### config.mk
export PLATFORM = sky130hd
export DESIGN_NAME = counter_event_capture_flat
export DESIGN_NICKNAME = d
export VERILOG_FILES = /design/src/rtl/counter_event_capture_if.sv /design/src/rtl/counter_event_capture.sv /design/src/flat_wrapper.sv
export SDC_FILE = /design/constraint.sdc
export NUM_CORES = 1
export LEC_CHECK = 0
export CAP_MARGIN = 5
export CORE_MARGIN = 3
export CORE_UTILIZATION = 56
export CTS_CLUSTER_DIAMETER = 40
export DETAILED_ROUTE_END_ITERATION = 6
export PLACE_DENSITY = 0.8
export SYNTH_ARGS = -nofsm -noshare
export SYNTH_HDL_FRONTEND = slang
export SYNTH_SLANG_ARGS = --single-unit
export TNS_END_PERCENT = 100
### constraint.sdc
create_clock -name clk -period 3.2 [get_ports clk]
set_clock_uncertainty 0.1 [all_clocks]
set_input_delay 0.64 -clock clk [delete_from_list [all_inputs] [get_ports clk]]
set_output_delay 0.64 -clock clk [all_outputs]
set_load 0.05 [all_outputs]
### src/rtl/counter_event_capture_if.sv
// Bus between the counter stage, the capture block and the readout logic.
// Entry width is 16 bits when CAPTURE_TAG_EN is defined, otherwise 8.
interface counter_event_capture_if #(
  parameter int DEPTH = 4,
  parameter int CNT_W = 8
);
  localparam int CW = $clog2(DEPTH) + 1;
`ifdef CAPTURE_TAG_EN
  localparam int DW = 2 * CNT_W;
`else
  localparam int DW = CNT_W;
`endif

  logic [CNT_W-1:0] count_in;
  logic             count_valid;
  logic             cfg_load;
  logic [CNT_W-1:0] cfg_data;
  logic             event_in;
  logic             rd_en;
  logic             ovf_clr;
  logic [DW-1:0]    fifo_dout;
  logic             fifo_empty;
  logic             fifo_full;
  logic [CW-1:0]    fifo_count;
  logic             overflow;
  logic             match_pulse;
  logic             pwm_out;

  modport master (
    output count_in, count_valid, cfg_load, cfg_data, event_in, rd_en, ovf_clr,
    input  fifo_dout, fifo_empty, fifo_full, fifo_count, overflow, match_pulse, pwm_out
  );

  modport slave (
    input  count_in, count_valid, cfg_load, cfg_data, event_in, rd_en, ovf_clr,
    output fifo_dout, fifo_empty, fifo_full, fifo_count, overflow, match_pulse, pwm_out
  );
endinterface

### src/rtl/counter_event_capture.sv
// Timestamps synchronized event edges into a show-ahead FIFO and compares the count
// against a threshold. Define CAPTURE_TAG_EN to prefix entries with a wrap counter.
module counter_event_capture #(
  parameter int DEPTH = 4,
  parameter int CNT_W = 8
) (
  input logic                    clk,
  input logic                    rst,
  counter_event_capture_if.slave bus
);
  localparam int AW = $clog2(DEPTH);
`ifdef CAPTURE_TAG_EN
  localparam int DW = 2 * CNT_W;
`else
  localparam int DW = CNT_W;
`endif
  localparam logic [AW:0] FULL_CNT = (AW + 1)'(DEPTH);

  logic             r_s1, r_s2, r_prev;
  logic [DW-1:0]    r_mem [DEPTH];
  logic [AW-1:0]    r_wr_ptr, r_rd_ptr;
  logic [AW:0]      r_count;
  logic             r_overflow;
  logic [CNT_W-1:0] r_cmp;
  logic             r_match, r_pwm;

  logic             w_capture, w_full, w_empty, w_wr, w_rd, w_drop;
  logic [DW-1:0]    w_entry;

  // Event line crosses in through two flops; prev turns the level into a one-shot.
  always_ff @(posedge clk) begin
    if (rst) begin
      r_s1   <= 1'b0;
      r_s2   <= 1'b0;
      r_prev <= 1'b0;
    end else begin
      r_s1   <= bus.event_in;
      r_s2   <= r_s1;
      r_prev <= r_s2;
    end
  end

  always_comb begin
    w_capture = r_s2 & ~r_prev;
    w_empty   = (r_count == '0);
    w_full    = (r_count == FULL_CNT);
    w_rd      = bus.rd_en & ~w_empty;
    w_wr      = w_capture & (~w_full | w_rd);
    w_drop    = w_capture & w_full & ~w_rd;
  end

`ifdef CAPTURE_TAG_EN
  logic [CNT_W-1:0] r_wrap_cnt, r_prev_cnt;

  always_ff @(posedge clk) begin
    if (rst) begin
      r_wrap_cnt <= '0;
      r_prev_cnt <= '0;
    end else if (bus.count_valid) begin
      r_prev_cnt <= bus.count_in;
      if (r_prev_cnt == '1 && bus.count_in == '0) r_wrap_cnt <= r_wrap_cnt + 1'b1;
    end
  end

  assign w_entry = {r_wrap_cnt, bus.count_in};
`else
  assign w_entry = bus.count_in;
`endif

  // NOTE: storage is not reset; the output mux forces zero while empty, so stale
  // entries are never visible and the array can map onto plain register/RAM cells.
  always_ff @(posedge clk) begin
    if (w_wr) r_mem[r_wr_ptr] <= w_entry;
  end

  always_ff @(posedge clk) begin
    if (rst) begin
      r_wr_ptr   <= '0;
      r_rd_ptr   <= '0;
      r_count    <= '0;
      r_overflow <= 1'b0;
    end else begin
      if (w_wr) r_wr_ptr <= r_wr_ptr + 1'b1;
      if (w_rd) r_rd_ptr <= r_rd_ptr + 1'b1;
      case ({w_wr, w_rd})
        2'b10:   r_count <= r_count + 1'b1;
        2'b01:   r_count <= r_count - 1'b1;
        default: r_count <= r_count;
      endcase
      // A fresh drop wins over a clear in the same cycle.
      if (w_drop)           r_overflow <= 1'b1;
      else if (bus.ovf_clr) r_overflow <= 1'b0;
    end
  end

  always_ff @(posedge clk) begin
    if (rst) begin
      r_cmp   <= 8'h80;
      r_match <= 1'b0;
      r_pwm   <= 1'b0;
    end else begin
      if (bus.cfg_load) r_cmp <= bus.cfg_data;
      r_match <= bus.count_valid & (bus.count_in == r_cmp);
      r_pwm   <= (bus.count_in < r_cmp);
    end
  end

  assign bus.fifo_dout   = w_empty ? '0 : r_mem[r_rd_ptr];
  assign bus.fifo_empty  = w_empty;
  assign bus.fifo_full   = w_full;
  assign bus.fifo_count  = r_count;
  assign bus.overflow    = r_overflow;
  assign bus.match_pulse = r_match;
  assign bus.pwm_out     = r_pwm;
endmodule

### src/flat_wrapper.sv
// flat-port wrapper written by rule: the top's interface ports become plain ports
module counter_event_capture_flat 
#(
  parameter int DEPTH = 4,
  parameter int CNT_W = 8
)
  (clk, rst, bus_count_in, bus_count_valid, bus_cfg_load, bus_cfg_data, bus_event_in, bus_rd_en, bus_ovf_clr, bus_fifo_dout, bus_fifo_empty, bus_fifo_full, bus_fifo_count, bus_overflow, bus_match_pulse, bus_pwm_out);
  counter_event_capture_if #(.DEPTH(DEPTH), .CNT_W(CNT_W)) bus_i ();
  input logic clk;
  input logic rst;
  input wire logic [$bits(bus_i.count_in)-1:0] bus_count_in;
  input wire logic [$bits(bus_i.count_valid)-1:0] bus_count_valid;
  input wire logic [$bits(bus_i.cfg_load)-1:0] bus_cfg_load;
  input wire logic [$bits(bus_i.cfg_data)-1:0] bus_cfg_data;
  input wire logic [$bits(bus_i.event_in)-1:0] bus_event_in;
  input wire logic [$bits(bus_i.rd_en)-1:0] bus_rd_en;
  input wire logic [$bits(bus_i.ovf_clr)-1:0] bus_ovf_clr;
  output wire logic [$bits(bus_i.fifo_dout)-1:0] bus_fifo_dout;
  output wire logic [$bits(bus_i.fifo_empty)-1:0] bus_fifo_empty;
  output wire logic [$bits(bus_i.fifo_full)-1:0] bus_fifo_full;
  output wire logic [$bits(bus_i.fifo_count)-1:0] bus_fifo_count;
  output wire logic [$bits(bus_i.overflow)-1:0] bus_overflow;
  output wire logic [$bits(bus_i.match_pulse)-1:0] bus_match_pulse;
  output wire logic [$bits(bus_i.pwm_out)-1:0] bus_pwm_out;
  assign bus_i.count_in = bus_count_in;
  assign bus_i.count_valid = bus_count_valid;
  assign bus_i.cfg_load = bus_cfg_load;
  assign bus_i.cfg_data = bus_cfg_data;
  assign bus_i.event_in = bus_event_in;
  assign bus_i.rd_en = bus_rd_en;
  assign bus_i.ovf_clr = bus_ovf_clr;
  assign bus_fifo_dout = bus_i.fifo_dout;
  assign bus_fifo_empty = bus_i.fifo_empty;
  assign bus_fifo_full = bus_i.fifo_full;
  assign bus_fifo_count = bus_i.fifo_count;
  assign bus_overflow = bus_i.overflow;
  assign bus_match_pulse = bus_i.match_pulse;
  assign bus_pwm_out = bus_i.pwm_out;
  counter_event_capture #(.DEPTH(DEPTH), .CNT_W(CNT_W)) u_core (.clk(clk), .rst(rst), .bus(bus_i));
endmodule
* After elaboration in Yosys (flattened, before gate mapping)
Memory sizes are Yosys's and may differ from the RTL's. A register that Yosys moved wholly into a read port is not among the register bits. Cells that the tools add are included.
Storage, ports and cells: register bits 21, memory bits (writable) 32, input bits 23, output and inout port bits 16, logic and storage cells 42, memories kept 1
Cells by class: add/sub/neg operators 4, magnitude comparators 1, equal/unequal tests 4, multiplexer cells 8, bitwise logic cells 11, reductions and logical operators 3
Memories:
- u_core.r_mem | words 4, bits a word 8, rd ports 1, clocked after memory_dff 1, wr ports 1, RTL line counter_event_capture.sv:20 | logic [DW-1:0] r_mem [DEPTH];
Operator list (number):
- == test 8 bit | 1
- less-than comparator 8 bit | 1
- two-way mux 8 bit | 1
- bitwise AND 1 bit | 6
- case mux 3 bit (2 select lines) | 1
- adder 2 x 1 -> 2 bit (second input constant) | 2
- two-way mux 1 bit | 4
- two-way mux 2 bit | 2
- NOT 1 bit | 4
- nonzero test 2 bit | 2
- adder 3 x 1 -> 3 bit (second input constant) | 1
- == test 3 bit (second input constant) | 1
- zero test 3 bit | 1
- subtractor 3 x 1 -> 3 bit (second input constant) | 1
- == test 2 x 1 -> 1 bit (second input constant) | 1
- == test 2 bit (second input constant) | 1
- bitwise OR 1 bit | 1

* Logic depth before layout (Yosys ltp)
depth after elaboration 7, gate-level depth with buffers 9, mapped depth without buffers 8

* Least setup slack after synthesis
Ideal clock, no wire load.
kind register to register, start point register u_core.r_count[2], in the netlist u_core.bus.fifo_count[2], end point register u_core.r_count[2], in the netlist u_core.bus.fifo_count[2], setup time 0.074 ns, arrival 2.332 ns, setup slack 0.694 ns, cell stages (with the launch flop) 9, clock period less this slack 2.506 ns, cells stage by stage dfxtp_1 -> or3_1 -> buf_6 -> inv_4 -> nor2_4 -> nand2_1 -> fa_1 -> or4_1 -> a31oi_1
On the way: cells in the longest elaborated chain, start to end 7, elaborated cells on any way between the ends 13
Ends and longest elaborated chain:
- start: declaration | RTL line counter_event_capture.sv:22 | logic [AW:0] r_count;
- start signal: assignment | RTL line counter_event_capture.sv:86 | 2'b10: r_count <= r_count + 1'b1;
- start signal: assignment | RTL line counter_event_capture.sv:87 | 2'b01: r_count <= r_count - 1'b1;
- start signal: assignment | RTL line counter_event_capture.sv:88 | default: r_count <= r_count;
- zero test 3 bit * | RTL line counter_event_capture.sv:45 | w_empty = (r_count == '0);
- named net bus_fifo_empty | RTL line flat_wrapper.sv:19 | output wire logic [$bits(bus_i.fifo_empty)-1:0] bus_fifo_empty;
- NOT 1 bit * | RTL line counter_event_capture.sv:47 | w_rd = bus.rd_en & ~w_empty;
- bitwise AND 1 bit * | RTL line counter_event_capture.sv:47
- bitwise OR 1 bit | RTL line counter_event_capture.sv:48 | w_wr = w_capture & (~w_full | w_rd);
- bitwise AND 1 bit | RTL line counter_event_capture.sv:48
- == test 2 x 1 -> 1 bit or == test 2 bit (tied branches) | RTL line counter_event_capture.sv:85 | case ({w_wr, w_rd})
- case mux 3 bit (2 select lines) or nonzero test 2 bit (tied branches)
The timed path passes the listed nets; every way through them passes the cells marked *. A chain may end at the register's enable or synchronous reset.

* Worst setup path in the final report
start point register u_core.r_count[2], in the netlist u_core.bus.fifo_count[2], end point output bus_fifo_dout[3]
On the way: cells in the longest elaborated chain, start to end 2
Ends and longest elaborated chain:
- zero test 3 bit | RTL line counter_event_capture.sv:45
- two-way mux 8 bit | RTL line counter_event_capture.sv:108 | assign bus.fifo_dout = w_empty ? '0 : r_mem[r_rd_ptr];
- end: declaration | RTL line flat_wrapper.sv:18 | output wire logic [$bits(bus_i.fifo_dout)-1:0] bus_fifo_dout;
Every way passes these cells.

==> results.sh <==
export IMPL_fin_setup_tns_ns=0
export IMPL_period_share_pct=93.7
export IMPL_yosys_warnings=0
export IMPL_crit_required_ns=2.46
export IMPL_fin_crit_ns=3.00
export IMPL_ir_drop_uv=286
export IMPL_power_leakage_nw=1.08
export IMPL_yosysUniqueCellTypes=38
export IMPL_ys_flop_type="edfxtp_1"
export IMPL_synthCells=178
export IMPL_cp_arrival_ns=2.26
export IMPL_rr_worst_depth=7
export IMPL_vias=1473
export IMPL_power_density_mw_per_mm2=508
export IMPL_rsz0062_at_grt="no"
export IMPL_dp_cells=261
export IMPL_ios=39
export IMPL_cts_root_buf="clkbuf_8"
export IMPL_cts_resized_gates=0
export IMPL_drt_iter0_drc=118
export IMPL_gp_congestion=0.850
export IMPL_syn_mean_instance_area_sq_um=13.4
export IMPL_cts_inserted_buffers=5
export IMPL_num_fill_cells=278
export IMPL_tritoncts="done"
export IMPL_hold_violations=0
export IMPL_die_h_microns=71.2
export IMPL_grt_pass1_vias=1530
export IMPL_antenna_cells=0
export IMPL_layout_nets=254
export IMPL_syn_area_sq_mm=0.00238
export IMPL_syn_nets=214
export IMPL_clockBufferDepth=2
export IMPL_synth_seq_area_share_pct=59.6
export IMPL_final_antenna_net_count=0
export IMPL_worst_slew_pin_slew_ns=0.508
export IMPL_outcome="finished clean"
export IMPL_place_hpwl_mm=3.31
export IMPL_grt_overflow=0
export IMPL_hold_class="reg2reg"
export IMPL_synth_async_sr_flop_share_pct=0
export IMPL_post_drt_wl_per_cell_microns=15.9
export IMPL_dieArea_sq_mm=0.00508
export IMPL_routed_wl_mm=4.27
export IMPL_die_w_microns=71.2
export IMPL_grt_max_degree=21
export IMPL_cts_num_sinks=55
export IMPL_finalMaxSlewViolations=0
export IMPL_criticalPathCategory="reg2out"
export IMPL_drv_cap=0
export IMPL_grt_pass1_wl_mm=7.16
export IMPL_fp_row_count=23
export IMPL_ys_ff_latch=55
export IMPL_drc=0
export IMPL_clk_latency_ns=0.30
export IMPL_worst_setup_path_end_kind="primary output"
export IMPL_cts_clk_slew_worst_paths_ns=0.09
export IMPL_post_cts_buffers=0
export IMPL_synth_edff_count=32
export IMPL_grt_usage_pct=18.6
export IMPL_io_buffers=38
export IMPL_area_growth_pct=23.2
export IMPL_setup_viol=0
export IMPL_startpoint_type="register"
export IMPL_drive_gt1_share_pct=10.5
export IMPL_postCtsHoldBufs=0
export IMPL_initial_core_util_pct=58.7
export IMPL_fmax_mhz=334
export IMPL_ctsHtreeMaxLevel=2
export IMPL_antenna_found_initial=0
export IMPL_layoutNonFillerInstCount=269
export IMPL_core_sq_mm=0.00406
export IMPL_maxSlewHeadroom_pct=66.0
export IMPL_via_per_inst=5.48
export IMPL_crit_fanout=10
export IMPL_drtPass1Iterations=4
export IMPL_hold_depth=1
-- critical path, cell delays in order, from the launching register on --
cell	delay, ns
dfxtp_1	0.51
or3_1	0.41
and2_1	0.22
clkdlybuf4s50_1	0.81
-- report_power, final --
group	total, mW	switching, mW	internal [mW]
Sequential	0.775	0.0102	0.765
Combinational	0.198	0.110	0.0881
Clock	0.519	0.206	0.312
Total	1.49	0.326	1.17
-- state kept, by name (all words and copies together) (netlist names), named ones only --
signal and flops:
u_core.r_prev 1, u_core.bus.pwm_out 1, u_core.bus.fifo_count 3, u_core.r_cmp 8, u_core.bus.overflow 1, u_core.r_rd_ptr 2, u_core.bus.match_pulse 1, u_core.r_wr_ptr 2
u_core.r_s1 1, u_core.r_mem 32, u_core.r_s2 1
-- routing by layer --
| layer | part of all wire, % | track usage (%) |
|---|---|---|
| met4 | 1.6 | 5.43 |
| met3 | 4.7 | 4.91 |
| met2 | 53 | 32.1 |
| met5 | 0 | 0 |
| met1 | 41 | 23.0 |
-- layout by cell type, fill, tap and decap left out, types with 3 or more instances in the layout --
master	Yosys	layout
a21o_1	3	3
and2_1	12	12
clkbuf_8	0	5
clkdlybuf4s50_1	0	38
dfxtp_1	23	23
edfxtp_1	32	32
ha_1	12	12
inv_1	14	14
mux2i_1	10	10
mux4_2	8	8
nand2_1	4	4
nand3_1	6	6
nor2_1	19	19
nor2b_1	4	4
-- synth_stat cells (2+ instances only) --
master	n	share of area (%)
a21o_1	3	0.94
and2_1	12	3.1
buf_2	3	0.63
clkbuf_1	2	0.32
dfxtp_1	23	19
edfxtp_1	32	40
ha_1	12	6.3
inv_1	14	2.2
mux2i_1	10	4.2
mux4_2	8	7.6
nand2_1	4	0.63
nand3_1	6	1.3
nor2_1	19	3.0
nor2b_1	4	1.0
o21ai_0	2	0.42
xor2_1	2	0.74
-- area by class of cell --
| cell class | instances | area [sq um] | area share (%) |
|---|---|---|---|
| sequential | 55 | 1420 | 48.4 |
| multi-input combinational | 101 | 866 | 29.5 |
| timing repair buffer | 40 | 395 | 13.5 |
| clock buffer | 6 | 72.6 | 2.47 |
| tap | 50 | 62.6 | 2.13 |
| clock inverter | 2 | 60.1 | 2.05 |
| inverter | 15 | 58.8 | 2.00 |
-- per-stage QoR --
stage               setup slack, ns  power (mW)  util (%)  hold slack (ns)  area, sq um
finish                        0.202        1.49      72.4            0.356         2940
global route                 0.0866        1.55      72.4            0.371         2940
CTS                           0.204        1.50      72.4            0.362         2940
detailed placement            0.186       0.990      69.1            0.343         2800
global placement              0.436       0.980      69.1            0.327         2800
floorplan                     0.694       0.915         -            0.314         2380
-- cells by family after synthesis --
kind of cell	synth area share, %
adder cells (fa/ha/maj)	7.14
multiplexers	11.8
AO/OA/AOI/OAI	4.46
buffers and inverters	4.04
AND/OR/NAND/NOR	11.2
flip-flops	59.6
XOR/XNOR	1.79
-- final timing paths --
check,from,end,slack (ns)
hold reg to reg,u_core.r_s1,u_core.r_s2,0.36
setup reg to reg,u_core.bus.fifo_count[2],u_core.bus.fifo_count[2],0.63
setup / recovery,u_core.bus.fifo_count[2],bus_fifo_dout[3],0.20
hold / removal,u_core.r_s1,u_core.r_s2,0.36
Power figures use the tool's default switching activity.
